## src/rtl/udm_timer_slave.sv

```systemverilog
// udm_timer_slave
//   Memory-mapped down-counting timer plus a free-running 64-bit cycle counter.
//   The block is a slave on the udm split bus. It drives a level interrupt.
//
// Ports
//   clk_i, rst_i   clock and synchronous active-high reset
//   bus_req_i      request valid
//   bus_we_i       request is a write (1) or a read (0)
//   bus_addr_bi    byte address, word aligned
//   bus_be_bi      byte enables, used by writes only
//   bus_wdata_bi   write data
//   bus_ack_o      always equal to bus_req_i; the slave is always ready
//   bus_resp_o     one-cycle pulse, one cycle after a read is accepted
//   bus_rdata_bo   read data; zero whenever bus_resp_o is low
//   irq_o          STATUS.expired & CTRL.irq_en
//
// Register map (byte offset from BASE_ADDR)
//   0x00 CTRL   [0]en [1]autoreload [2]irq_en
//   0x04 LOAD
//   0x08 COUNT
//   0x0C STATUS [0]expired (write 1 to clear)
//   0x10 PRESC  [15:0]
//   0x14 CYC_LO (a read also captures the high word)
//   0x18 CYC_HI (the high word captured by the last CYC_LO read)
//   0x1C reserved
module udm_timer_slave #(
    parameter logic [31:0] BASE_ADDR = 32'h0000_1000
) (
    input  logic        clk_i,
    input  logic        rst_i,
    input  logic        bus_req_i,
    input  logic        bus_we_i,
    input  logic [31:0] bus_addr_bi,
    input  logic [3:0]  bus_be_bi,
    input  logic [31:0] bus_wdata_bi,
    output logic        bus_ack_o,
    output logic        bus_resp_o,
    output logic [31:0] bus_rdata_bo,
    output logic        irq_o
);

    // Replace only the bytes that are enabled; the other bytes keep their old value.
    function automatic logic [31:0] byte_merge(input logic [31:0] old_v,
                                               input logic [31:0] new_v,
                                               input logic [3:0]  be);
        logic [31:0] r;
        for (int i = 0; i < 4; i++)
            r[i*8 +: 8] = be[i] ? new_v[i*8 +: 8] : old_v[i*8 +: 8];
        return r;
    endfunction

    logic        en_q, en_d, ar_q, ar_d, ie_q, ie_d;
    logic [31:0] load_q, load_d, count_q, count_d;
    logic        expired_q, expired_d;
    logic [15:0] presc_q, presc_d, pcnt_q, pcnt_d;
    logic [63:0] cyc_q, cyc_d;
    logic [31:0] snap_q, snap_d;
    logic        resp_q, resp_d;
    logic [31:0] rdata_q, rdata_d;

    logic        in_win, acc_wr, acc_rd, tick, expire;
    logic [2:0]  off;
    logic [31:0] ctrl_merged, presc_merged;
    logic        unused_addr_lsb;

    assign unused_addr_lsb = ^bus_addr_bi[1:0];

    assign in_win = (bus_addr_bi[31:5] == BASE_ADDR[31:5]);
    assign off    = bus_addr_bi[4:2];
    assign acc_wr = bus_req_i & bus_we_i & in_win;
    assign acc_rd = bus_req_i & ~bus_we_i & in_win;

    assign tick   = en_q && (pcnt_q == presc_q);
    assign expire = tick && (count_q == 32'd0);

    assign ctrl_merged  = byte_merge({29'd0, ie_q, ar_q, en_q}, bus_wdata_bi, bus_be_bi);
    assign presc_merged = byte_merge({16'd0, presc_q}, bus_wdata_bi, bus_be_bi);

    always_comb begin
        en_d      = en_q;
        ar_d      = ar_q;
        ie_d      = ie_q;
        load_d    = load_q;
        count_d   = count_q;
        expired_d = expired_q;
        presc_d   = presc_q;
        pcnt_d    = pcnt_q;
        cyc_d     = cyc_q + 64'd1;
        snap_d    = snap_q;
        resp_d    = acc_rd;
        rdata_d   = 32'd0;

        // Prescaler: held at zero while disabled. It wraps on a tick.
        if (!en_q || tick)
            pcnt_d = 16'd0;
        else
            pcnt_d = pcnt_q + 16'd1;

        // Timer events, applied before bus writes so that bus writes take priority.
        if (tick) begin
            if (count_q != 32'd0)
                count_d = count_q - 32'd1;
            else if (ar_q)
                count_d = load_q;
            else
                en_d = 1'b0;
        end

        if (acc_wr) begin
            case (off)
                3'd0: {ie_d, ar_d, en_d} = ctrl_merged[2:0];
                3'd1: load_d  = byte_merge(load_q, bus_wdata_bi, bus_be_bi);
                3'd2: count_d = byte_merge(count_q, bus_wdata_bi, bus_be_bi);
                3'd3: if (bus_be_bi[0] && bus_wdata_bi[0]) expired_d = 1'b0;
                3'd4: begin
                    presc_d = presc_merged[15:0];
                    pcnt_d  = 16'd0;
                end
                default: ;
            endcase
        end

        // An expiry in the same cycle as a write-1-to-clear leaves the flag set.
        if (expire)
            expired_d = 1'b1;

        if (acc_rd) begin
            case (off)
                3'd0: rdata_d = {29'd0, ie_q, ar_q, en_q};
                3'd1: rdata_d = load_q;
                3'd2: rdata_d = count_q;
                3'd3: rdata_d = {31'd0, expired_q};
                3'd4: rdata_d = {16'd0, presc_q};
                3'd5: begin
                    rdata_d = cyc_q[31:0];
                    snap_d  = cyc_q[63:32];
                end
                3'd6: rdata_d = snap_q;
                default: rdata_d = 32'd0;
            endcase
        end
    end

    always_ff @(posedge clk_i) begin
        if (rst_i) begin
            en_q      <= 1'b0;
            ar_q      <= 1'b0;
            ie_q      <= 1'b0;
            load_q    <= 32'd0;
            count_q   <= 32'd0;
            expired_q <= 1'b0;
            presc_q   <= 16'd0;
            pcnt_q    <= 16'd0;
            cyc_q     <= 64'd0;
            snap_q    <= 32'd0;
            resp_q    <= 1'b0;
            rdata_q   <= 32'd0;
        end else begin
            en_q      <= en_d;
            ar_q      <= ar_d;
            ie_q      <= ie_d;
            load_q    <= load_d;
            count_q   <= count_d;
            expired_q <= expired_d;
            presc_q   <= presc_d;
            pcnt_q    <= pcnt_d;
            cyc_q     <= cyc_d;
            snap_q    <= snap_d;
            resp_q    <= resp_d;
            rdata_q   <= rdata_d;
        end
    end

    assign bus_ack_o    = bus_req_i;
    assign bus_resp_o   = resp_q;
    assign bus_rdata_bo = rdata_q;
    assign irq_o        = expired_q & ie_q;

endmodule

```

## config.mk

```make
export PLATFORM = sky130hd
export DESIGN_NAME = udm_timer_slave
export DESIGN_NICKNAME = d
export VERILOG_FILES = /design/src/rtl/udm_timer_slave.sv
export SDC_FILE = /design/constraint.sdc
export NUM_CORES = 1
export LEC_CHECK = 0
export CORE_AREA = 10 10 162 164
export CTS_BUF_LIST = sky130_fd_sc_hd__clkbuf_4 sky130_fd_sc_hd__clkbuf_8 sky130_fd_sc_hd__clkbuf_16
export DETAILED_ROUTE_END_ITERATION = 6
export DIE_AREA = 0 0 172 174
export PLACE_DENSITY_LB_ADDON = 0.12
export SLEW_MARGIN = 20
export SYNTH_ARGS = -nofsm -noshare
export SYNTH_HDL_FRONTEND = slang
export SYNTH_SLANG_ARGS = --single-unit
```

## constraint.sdc

```tcl
create_clock -name clk_i -period 2.8 [get_ports clk_i]
set_input_delay 0.56 -clock clk_i [delete_from_list [all_inputs] [get_ports clk_i]]
set_output_delay 0.56 -clock clk_i [all_outputs]
set_load 0.1 [all_outputs]
```

; ---- Word-level counts from Yosys, hierarchy flattened
; Cells that the tools add are included.
[word_totals]
latch_bits = 0
wordCells = 86
input_bits = 72
mem_bits_rw = 0
regBits = 229
out_inout_bits = 35
memories = 0
romBits = 0
[classes]
n_mul = 0
shift = 0
reduce_logical = 21
order_cmp = 0
bitwise_logic = 7
n_addsub = 3
div_mod_pow = 0
eq_ne = 13
n_mux = 23
[op_table]
columns = op, n
row1 = $pmux 32 s7, 1
row2 = $mux 32, 5
row3 = $add 64x1->64 const B, 1
row4 = $mux 16, 3
row5 = $logic_not 32->1, 1
row6 = $mux 8, 4
row7 = $reduce_bool 32->1, 1
row8 = $sub 32x1->32 const B, 1
row9 = $eq 27x8->1 const B, 1
row10 = $reduce_and 3->1, 8
row11 = $add 16x1->16 const B, 1
row12 = $eq 16x16->1, 1
row13 = $ne 3x3->1 const B, 5
row14 = $mux 1, 10
row15 = $eq 3x3->1 const B, 3
row16 = $eq 3x2->1 const B, 2
row17 = $reduce_bool 2->1, 3
row18 = $and 1x1->1, 5
row19 = $eq 3x1->1 const B, 1
row20 = $logic_and 1x1->1, 3
row21 = $logic_not 3->1, 1
row22 = $not 1->1, 2
row23 = $reduce_and 2->1, 1
row24 = $reduce_or 2->1, 1
row25 = 2 further kinds, 2

; ---- Depth between registers and ports, before layout
[depth]
ltp_word = 6
depth_mapped = 10
ltp_nobuf = 9

; ---- Least setup slack after synthesis
; OpenSTA, ideal clock, no wires.
[synth_path]
kind = input to register
start = input port bus_addr_bi[25]
end = register presc_q[0]
cell_stages = 7
slack_ns = 0.024
setup_ns = 0.128
required_time_ns = 2.672
t_arrival_ns = 2.649
n_path_buf = 0
path_cell_list = or4_1 nand3b_1 nor3_2 nand2_1 nor3_4 mux2i_1 nor2_1
[synth_via]
elab_chain_cells = 3
[synth_lines]
columns = item, line
row1 = from (decl), 33  ; input logic [31:0] bus_addr_bi,
row2 = $eq 27x8->1, 68  ; assign in_win = (bus_addr_bi[31:5] == BASE_ADDR[31:5]);
row3 = $and 1x1->1, 70  ; assign acc_wr = bus_req_i & bus_we_i & in_win;
row4 = $reduce_and 3->1 (no source line), --
row5 = to (signal assigned), 165  ; presc_q <= presc_d;
row6 = to (decl), 55  ; logic [15:0] presc_q, presc_d, pcnt_q, pcnt_d;
; No other way between the ends.
; A chain may end at the register's enable or synchronous reset.

; ---- Final worst setup path
[layout_path]
start = register count_q[9]
end = register count_q[31]
[layout_via]
elab_chain_cells = 5
elab_cells_between_ends = 6
cone_classes = 1 x add/sub / 4 x mux / 1 x reduce/logical
[layout_lines]
columns = item, line
row1 = from (decl), 53  ; logic [31:0] load_q, load_d, count_q, count_d;
row2 = from (signal assigned), 163  ; count_q <= count_d;
row3 = $sub 32x1->32 or $reduce_bool 32->1 (tied branches), "102, 101"
row4 = $mux 32 *, 101  ; if (count_q != 32'd0)
row5 = $mux 32 *, 100  ; if (tick) begin
row6 = $mux 32, 110  ; case (off)
row7 = $mux 32 *, 109  ; if (acc_wr) begin
; Mark *: on every way between the ends. The rest lies on a longest branch, timed or not.

==> key figures <==
Critical path
  • Kind of end point of the critical path: flop
  • Required arrival time at the worst endpoint: 3250 ps
  • Sequence of cells on the critical path: or4_1 -> or4b_1 -> or3_1 -> nor2_2 -> nand3_1 -> a21o_1 -> a31oi_1
  • Dominant delay contributor by cell family on the critical path: simple AND/OR/NAND/NOR gates
  • Worst Path Max Fanout: 3
  • Arrival time at the worst endpoint: between 3000 and 4000 ps
  • Worst flop-to-flop path endpoint: count_q[31]$_SDFFE_PP0P_
  • Reg-to-reg slack, setup: about 140 ps
  • RR Startpoint: count_q[9]$_SDFFE_PP0P_
  • Highest-delay cell along the critical path: or4b_1
  • Worst reg2reg path depth: 7
  • Crit path kind: flop to flop
  • Sort of element at the start of the critical path: flop
  • Crit path buf inv count: 0
  • Largest stage delay on the critical path: 630 ps

Cells and area
  • NumNets Final: 1,586
  • Area growth, synth to finish: 25.99%
  • Antenna cells: 0
  • Post-route design area: 14,040 um2
  • Ratio of cells with drive above 1 in the final layout: about 15%

Power and ir drop
  • Maximum vdd drop: around 480 uV
  • LEAKAGE: 0.005336 uW
  • Final Total Pwr: ~7400 uW
  • Total power density per cell area: between 500 and 600 nW/um2

Yosys
  • Synthesized instance count: around 1,300
  • Commonest cells in the netlist: dfxtp_1 (229), nor2_1 (186), nand2_1 (141)
  • Post-synthesis async set-or-reset flop share: 0%
  • Number of nets in the synthesized netlist: 1,418
  • Post-synthesis cell type with the largest combined area: dfxtp_1
  • Area fraction of the dominant cell type after synthesis: approximately two fifths
  • EDFF count, synth: 0
  • Number of distinct library cells after synthesis: between 60 and 70
  • Sequential share of the synthesized area: 41.15%
  • Ranking of synthesized cells by area: dfxtp_1 (41%), mux2i_1 (7.1%), nor2_1 (6.3%)
  • Predominant post-synthesis flop cell: dfxtp_1
  • Average instance area after synthesis: roughly 8.3 um2
  • Synth warn: 0
  • Leading cell type by number of instances after synthesis: dfxtp_1
  • Number of synthesized register bits: about 230
  • Summed instance area of the synthesized netlist: roughly 11,000 um2

Place
  • Area of placed instances: approximately 13,000 um2
  • Half-perimeter wire length after detailed placement: around 27,000 um
  • Routability congestion estimate: around 0.92
  • Number of buffers added on ports: around 100

CTS
  • Insertion delay to the later sink of the worst-skew pair: between 500 and 600 ps
  • CTS Root Buffer Type: clkbuf_16
  • TritonCTS clock tree: built
  • H-tree levels: 1
  • Number of buffers inserted for hold repair after clock tree synthesis: 0
  • Total setup buffers inserted after CTS: 0
  • Maximum clock insertion buffer count: 3
  • TritonCTS buffer count: 25
  • CTS sink count: roughly 230
  • Clock-pin slew on the worst setup and hold paths: 60 ps
  • Count of cells resized by post-cts repair: 0

Routing
  • DRC viols: 0
  • Starting DRC count in detailed routing: approximately 900
  • Vias/cell: 5.885
  • Final ANT Viol Nets: 0
  • Via count: 10,704
  • Number of optimization iterations in the first detailed-route pass: 6
  • Wire length reported by the detailed router: 36,600 um
  • Final routed wire length divided by cell count: ~20 um

STA
  • Final Critical Period: 2662 ps
  • Hold Fails Final Rpt: 0
  • # setup viols final: 0
  • Fmax: about 380 MHz
  • Worst clock skew: approximately 18 ps
  • Unrepaired setup endpoints after global routing: false
  • Worst-case headroom to the max-slew limit: a little over half
  • Final cycle utilization of the critical path: a little over nine tenths
  • Max-slew violations: 0
  • Hold_ws: roughly 370 ps
  • Slew of the pin with the lowest slew margin: 686.5 ps

Min path
  • Worst Hold End: cyc_q[46]$_SDFF_PP0_
  • Hold Crit Start: rst_i
  • Worst hold path class: input pin to flop
  • Hold Path Cell Cnt: 2

Global routing
  • Global router's overall resource usage: a little under a quarter
  • Wire length of the first global-routing pass: between 50,000 and 60,000 um
  • Remaining global-route overflow: 0
  • Maximum number of pins on one net before global-route repair: slightly above 100
  • Via count of the first global-routing pass: 10,231
  • Number of antenna violations at the first check in global routing: 1

Floorplanning
  • Initial Util: 48.18%
  • Die height: around 170 um
  • Area of the die: 29,930 um2
  • Core region area: 23,120 um2
  • I/O Pins: between 100 and 150
  • Placement row count: between 50 and 60
  • Die extent in x: around 170 um

Status
  • Status: finished clean

Run
  • Maxcap violations: 0
==> layout make-up <==
class                      instances  area (um2)
inverter                          16       60.06
fill                            2132        9086
clock inverter                    13       166.4
tap                              290       362.8
timing repair buffer             224        1968
multi-input combinational       1014        6177
sequential                       229        4584
clock buffer                      33       716.9
==> metrics by stage <==
| stage | setup TNS [ps] | std cells | worst slack [ps] | util (%) |
|---|---|---|---|---|
| after floorplan | 0 | 1342 | 23.92 | - |
| after global placement | -10700 | 1773 | -216.8 | 56.86 |
| after detailed placement | -12840 | 1773 | -245.9 | 56.86 |
| after CTS | 0 | 1819 | 178.3 | 60.68 |
| after global routing | 0 | 1819 | 11.57 | 60.70 |
| final | 0 | 1819 | 138.0 | 60.70 |
==> layout by cell type, fill, tap and decap left out, drive strengths merged, types with 10 or more instances in the layout <==
master and n:
dfxtp 229, nor2 187, buf 156, nand2 141, a21oi 111, mux2i 79, clkdlybuf4s50 68, nand3 48
a22oi 48, xnor2 45, nor3 39, o21ai 37, xor2 34, clkbuf 33, nor4 29, nand4 27
inv 17, a211oi 16, and4 14, or3 14, and3 13, a21o 12, a31oi 11, or4 11
nor2b 10
==> power by group <==
part           total (uW)  switching, uW  internal (uW)
clock                3490           1400           2090
sequential           3280           12.2           3270
combinational         613            352            261
total                7380           1760           5620
==> registers in the layout, indices dropped and copies added, names as in the netlist <==
| register | cells |
|---|---|
| ar_q | 1 |
| bus_rdata_bo | 32 |
| bus_resp_o | 1 |
| count_q | 32 |
| cyc_q | 64 |
| en_q | 1 |
| expired_q | 1 |
| ie_q | 1 |
| load_q | 32 |
| pcnt_q | 16 |
| presc_q | 16 |
| snap_q | 32 |
==> worst max-delay path by stage <==
stage / from / to / slack [ps] / cells past startpoint
after global routing: count_q[10]$_SDFFE_PP0P_ / count_q[11]$_SDFFE_PP0P_ / 10 / 7
final: count_q[9]$_SDFFE_PP0P_ / count_q[31]$_SDFFE_PP0P_ / 140 / 7
after CTS: count_q[16]$_SDFFE_PP0P_ / count_q[29]$_SDFFE_PP0P_ / 180 / 8
after floorplan: bus_addr_bi[25] / presc_q[0]$_SDFFE_PP0P_ / 20 / 7
after detailed placement: bus_addr_bi[17] / count_q[12]$_SDFFE_PP0P_ / -250 / 8
after global placement: bus_addr_bi[25] / count_q[23]$_SDFFE_PP0P_ / -220 / 10
==> cells by family after synthesis <==
| family | Yosys count | synth area share [%] |
|---|---|---|
| and+or+nand+nor | 563 | 24.85 |
| AOI/OAI and AO/OA | 286 | 16.36 |
| DFF | 229 | 41.15 |
| buffers and inverters | 99 | 3.571 |
| muxes | 82 | 7.401 |
| xor gates and xnor gates | 79 | 6.211 |
| adders and majority gates | 4 | 0.4493 |
==> metal layers <==
layer,global-route usage (%),wire (um),vias up
li1,-,-,5163
met5,0,16,-
met3,4.848,3320,66
met1,31.38,15630,5046
met2,37.74,16770,427
met4,6.396,860,2
(Power assumes the default switching activity.)
